### src/rtl/tl_cntr_timed_if.sv
// Signal bundle between the traffic-light controller and its environment:
// car sensors in, lamp codes plus state/timer monitoring out.
interface tl_cntr_timed_if #(
   parameter int CNT_W = 5
);
   logic             ta;
   logic             tb;
   logic [1:0]       la;
   logic [1:0]       lb;
   logic [1:0]       state;
   logic [CNT_W-1:0] timer;

   modport master (
      output ta,
      output tb,
      input  la,
      input  lb,
      input  state,
      input  timer
   );

   modport slave (
      input  ta,
      input  tb,
      output la,
      output lb,
      output state,
      output timer
   );
endinterface

### src/rtl/tl_cntr_timed.sv
// Timed Moore traffic-light controller: sensor-driven min/max green dwell,
// fixed yellow dwell, lamps decoded from the registered state only.
module tl_cntr_timed #(
   parameter int GREEN_MIN = 5,
   parameter int GREEN_MAX = 20,
   parameter int YELLOW    = 3,
   parameter int CNT_W     = 5
) (
   input  logic            clk,
   input  logic            reset,
   tl_cntr_timed_if.slave  bus
);

   typedef enum logic [1:0] {
      S0 = 2'b00,
      S1 = 2'b01,
      S2 = 2'b10,
      S3 = 2'b11
   } state_e;

   localparam logic [1:0] LIGHT_GREEN  = 2'b00;
   localparam logic [1:0] LIGHT_YELLOW = 2'b01;
   localparam logic [1:0] LIGHT_RED    = 2'b10;

   // Last timer value of each dwell; exits are compared against these.
   localparam logic [CNT_W-1:0] GREEN_MIN_LAST = CNT_W'(GREEN_MIN - 1);
   localparam logic [CNT_W-1:0] GREEN_MAX_LAST = CNT_W'(GREEN_MAX - 1);
   localparam logic [CNT_W-1:0] YELLOW_LAST    = CNT_W'(YELLOW - 1);

   state_e           state_q;
   state_e           state_d;
   logic [CNT_W-1:0] timer_q;
   logic [CNT_W-1:0] timer_d;
   logic             greenMinDone;
   logic             greenMaxDone;
   logic             yellowDone;
   logic [1:0]       lightA;
   logic [1:0]       lightB;

   always_ff @(posedge clk) begin
      if (reset) begin
         state_q <= S0;
         timer_q <= '0;
      end else begin
         state_q <= state_d;
         timer_q <= timer_d;
      end
   end

   assign greenMinDone = (timer_q >= GREEN_MIN_LAST);
   assign greenMaxDone = (timer_q == GREEN_MAX_LAST);
   assign yellowDone   = (timer_q == YELLOW_LAST);

   // A green phase ends once the minimum is served and its own road is empty,
   // or unconditionally at the maximum; the cross road's sensor is never used.
   always_comb begin
      state_d = state_q;
      timer_d = timer_q + 1'b1;
      unique case (state_q)
         S0: begin
            if ((greenMinDone && !bus.ta) || greenMaxDone) begin
               state_d = S1;
               timer_d = '0;
            end
         end
         S1: begin
            if (yellowDone) begin
               state_d = S2;
               timer_d = '0;
            end
         end
         S2: begin
            if ((greenMinDone && !bus.tb) || greenMaxDone) begin
               state_d = S3;
               timer_d = '0;
            end
         end
         S3: begin
            if (yellowDone) begin
               state_d = S0;
               timer_d = '0;
            end
         end
         default: begin
            state_d = S0;
            timer_d = '0;
         end
      endcase
   end

   always_comb begin
      lightA = LIGHT_RED;
      lightB = LIGHT_RED;
      unique case (state_q)
         S0:      lightA = LIGHT_GREEN;
         S1:      lightA = LIGHT_YELLOW;
         S2:      lightB = LIGHT_GREEN;
         S3:      lightB = LIGHT_YELLOW;
         default: begin
            lightA = LIGHT_RED;
            lightB = LIGHT_RED;
         end
      endcase
   end

   assign bus.la    = lightA;
   assign bus.lb    = lightB;
   assign bus.state = state_q;
   assign bus.timer = timer_q;

endmodule

### src/flat_wrapper.sv
// flat-port wrapper written by rule: the top's interface ports become plain ports
module tl_cntr_timed_flat 
#(
   parameter int GREEN_MIN = 5,
   parameter int GREEN_MAX = 20,
   parameter int YELLOW    = 3,
   parameter int CNT_W     = 5
)
  (clk, reset, bus_ta, bus_tb, bus_la, bus_lb, bus_state, bus_timer);
  tl_cntr_timed_if #(.CNT_W(CNT_W)) bus_i ();
  input  logic clk;
  input  logic reset;
  input wire logic [$bits(bus_i.ta)-1:0] bus_ta;
  input wire logic [$bits(bus_i.tb)-1:0] bus_tb;
  output wire logic [$bits(bus_i.la)-1:0] bus_la;
  output wire logic [$bits(bus_i.lb)-1:0] bus_lb;
  output wire logic [$bits(bus_i.state)-1:0] bus_state;
  output wire logic [$bits(bus_i.timer)-1:0] bus_timer;
  assign bus_i.ta = bus_ta;
  assign bus_i.tb = bus_tb;
  assign bus_la = bus_i.la;
  assign bus_lb = bus_i.lb;
  assign bus_state = bus_i.state;
  assign bus_timer = bus_i.timer;
  tl_cntr_timed #(.GREEN_MIN(GREEN_MIN), .GREEN_MAX(GREEN_MAX), .YELLOW(YELLOW), .CNT_W(CNT_W)) u_core (.clk(clk), .reset(reset), .bus(bus_i));
endmodule
### config.mk
export PLATFORM = sky130hd
export DESIGN_NAME = tl_cntr_timed_flat
export DESIGN_NICKNAME = d
export VERILOG_FILES = /design/src/rtl/tl_cntr_timed_if.sv /design/src/rtl/tl_cntr_timed.sv /design/src/flat_wrapper.sv
export SDC_FILE = /design/constraint.sdc
export NUM_CORES = 1
export LEC_CHECK = 0
export CORE_AREA = 2 2 45 51
export DETAILED_ROUTE_END_ITERATION = 8
export DIE_AREA = 0 0 47 53
export SLEW_MARGIN = 20
export SYNTH_ARGS = -nofsm -noshare
export SYNTH_HDL_FRONTEND = slang
export SYNTH_SLANG_ARGS = --single-unit
### constraint.sdc
create_clock -name clk -period 2.85 [get_ports clk]
set_input_delay 0.285 -clock clk [delete_from_list [all_inputs] [get_ports clk]]
set_output_delay 0.285 -clock clk [all_outputs]
set_load 0.02 [all_outputs]
==> flow_summary.yaml <==
status:
  status: "completed"
yosys:
  ys_ff_latch: 7
  synth-async-reset-ratio_pct: 0
  synth_area_per_cell_um2: 9.49
  synth_fp_nets: 59
  netlist_area_um2: 455
  yosysUniqueCellTypes: 20
  synth_edf_count: 0
  synthCells: 48
  ys_warn_count: 0
  ys_seq_area_share_pct: 30.8
  ys.flop_type: "dfxtp_1"
setup_path:
  cp.required_ns: 2.57
  worstPathMaxFanout: 5
  critical_path.cell_chain: "inv_1 -> ha_1 -> nor2_1 -> clkdlybuf4s50_1"
  critPathKind: "reg2out"
  crit_family: "buffers and inverters"
  cpMaxStageDelayCell: "clkdlybuf4s50_1"
  worstSetupStartpointType: "flip-flop"
  crit_path_end_kind: "output pin"
  path_buf_inv: 2
  slowest_delay_ns: 0.60
  arrival_ns: 1.74
timing:
  max_freq_mhz: 494
  worstMarginPinSlew_ns: 0.399
  finalCriticalPeriod_ns: 2.02
  finalClockSkew_ns: 0.00415
  finalCritPeriodShare_pct: 71.0
  finalSetupViolCount: 0
  tns_ns: 0
  slew-limit-headroom_pct: 73.4
  grt_setup_unrepaired: "no"
  slew_violations: 0
  hold_viol: 0
min_path:
  hp-class: "reg2reg"
clock_tree:
  clock_sinks: 7
  cts_tree: "yes"
  cts_setup_buffers: 0
  cts_resized: 0
  cts_inserted_buffers: 3
  clockBufferDepth: 2
  clk_latency_ns: 0.25
  h-tree-depth: 1
  ctsHoldBuffers: 0
  cts.reportedPaths.clkPinSlew_ns: 0.05
  cts_root_buf: "clkbuf_4"
placed_design:
  io_buffers: 14
  gp_congestion: 0.726
  placed_cells: 90
  place_hpwl_um: 720
cells_and_area:
  drive_above_1_share_pct: 12.1
  synthToLayoutAreaGrowth_pct: 44.2
  final_cell_mix: "clkdlybuf4s50_1, nor2_1, inv_1, ha_1, dfxtp_1"
  final_nets: 78
  finalNonFillerCells: 94
  final_common_cell: "clkdlybuf4s50_1"
  antennaDiodeCount: 0
detailed_routing:
  viasPerCell: 4.03
  first_iter_violations: 3
  post_drt_wl_per_cell_um: 9.15
  wl_um: 860
  antenna_violating_nets_post_route: 0
  first_pass_iters: 3
  via_count: 379
  drcViolationCount: 0
floorplanning:
  coreArea_um2: 1960
  die_x_um: 47
  rows: 17
  die-area_um2: 2490
  die_h_um: 53
  io_pins: 15
  initial_core_util_pct: 23.3
global_route:
  grt_pass1_vias: 360
  antenna_found_initial: 0
  grt_max_degree: 8
  grt.overflow.total: 0
  grt_pass1_wl_mm: 1.41
  grt_util_all_layers_pct: 8.42
power:
  power_leakage_uw: 0.000261
  powerDensity_nw_per_um2: 832
  ir_drop_uv: 321
job:
  drv_cap: 0
metrics by stage:
stage	cell area (µm²)	hold slack, ns	worst slack (ns)	total power (µW)	util (%)
2_1_floorplan	455	0.519	1.04	353	-
3_3_place_gp	631	0.464	1.07	457	32.2
3_5_place_dp	631	0.465	1.07	463	32.2
4_1_cts	657	0.481	0.801	557	33.6
5_1_grt	657	0.531	0.735	592	33.6
6_report	657	0.478	0.827	547	33.6
registers in the layout, indices dropped and copies added, names as in the netlist:
name	count
u_core.bus.state	2
u_core.bus.timer	5
worst paths after layout:
kind | start | endpoint | slack (ns) | cells after the start
worst min-delay path | u_core.bus.timer[0]$_SDFF_PP0_ | u_core.bus.timer[0]$_SDFF_PP0_ | 0.48 | 1
worst min register to register | u_core.bus.timer[0]$_SDFF_PP0_ | u_core.bus.timer[0]$_SDFF_PP0_ | 0.48 | 1
worst max-delay path | u_core.bus.state[0]$_SDFFE_PP0P_ | bus_la[1] | 0.83 | 4
worst max register to register | u_core.bus.timer[0]$_SDFF_PP0_ | u_core.bus.state[1]$_SDFFE_PP0P_ | 1.07 | 5
logic make-up after synthesis:
kind of cell	synth area share (%)
AND/OR/NAND/NOR	18.4
AO/OA/AOI/OAI	17.9
buffers and inverters	5.77
adder cells (fa/ha/maj)	19.2
flip-flops	30.8
XOR/XNOR	5.77
multiplexers	2.20
routing by layer:
metal,wire [µm],vias to the layer above,global-route usage [%]
met3,40,2,4.10
li1,-,200,-
met5,0,-,0
met2,431,6,11.4
met1,369,171,8.98
met4,19,0,8.33
power breakdown:
part	internal [µW]	switching (µW)	leakage, µW
combinational	146	156	0.000188
clock	53.4	35.2	0.0000150
sequential	123	32.6	0.0000571
total	323	224	0.000261
cell type report:
cell class | count | area (µm²)
fill | 212 | 1300
multi-input combinational | 34 | 289
sequential | 7 | 140
timing repair buffer | 14 | 140
tap | 28 | 35.0
clock buffer | 4 | 26.3
inverter | 7 | 26.3
cells in the mapped netlist (all sizes together) (2+ instances only):
master  instances  area share (%)
nand2           2             1.6
xor2            2             3.8
inv             7             5.8
nor2            8             6.6
dfxtp           7              31
ha              7              19
nand3           2             2.2
Note: power is estimated with default switching activity, not from simulation.
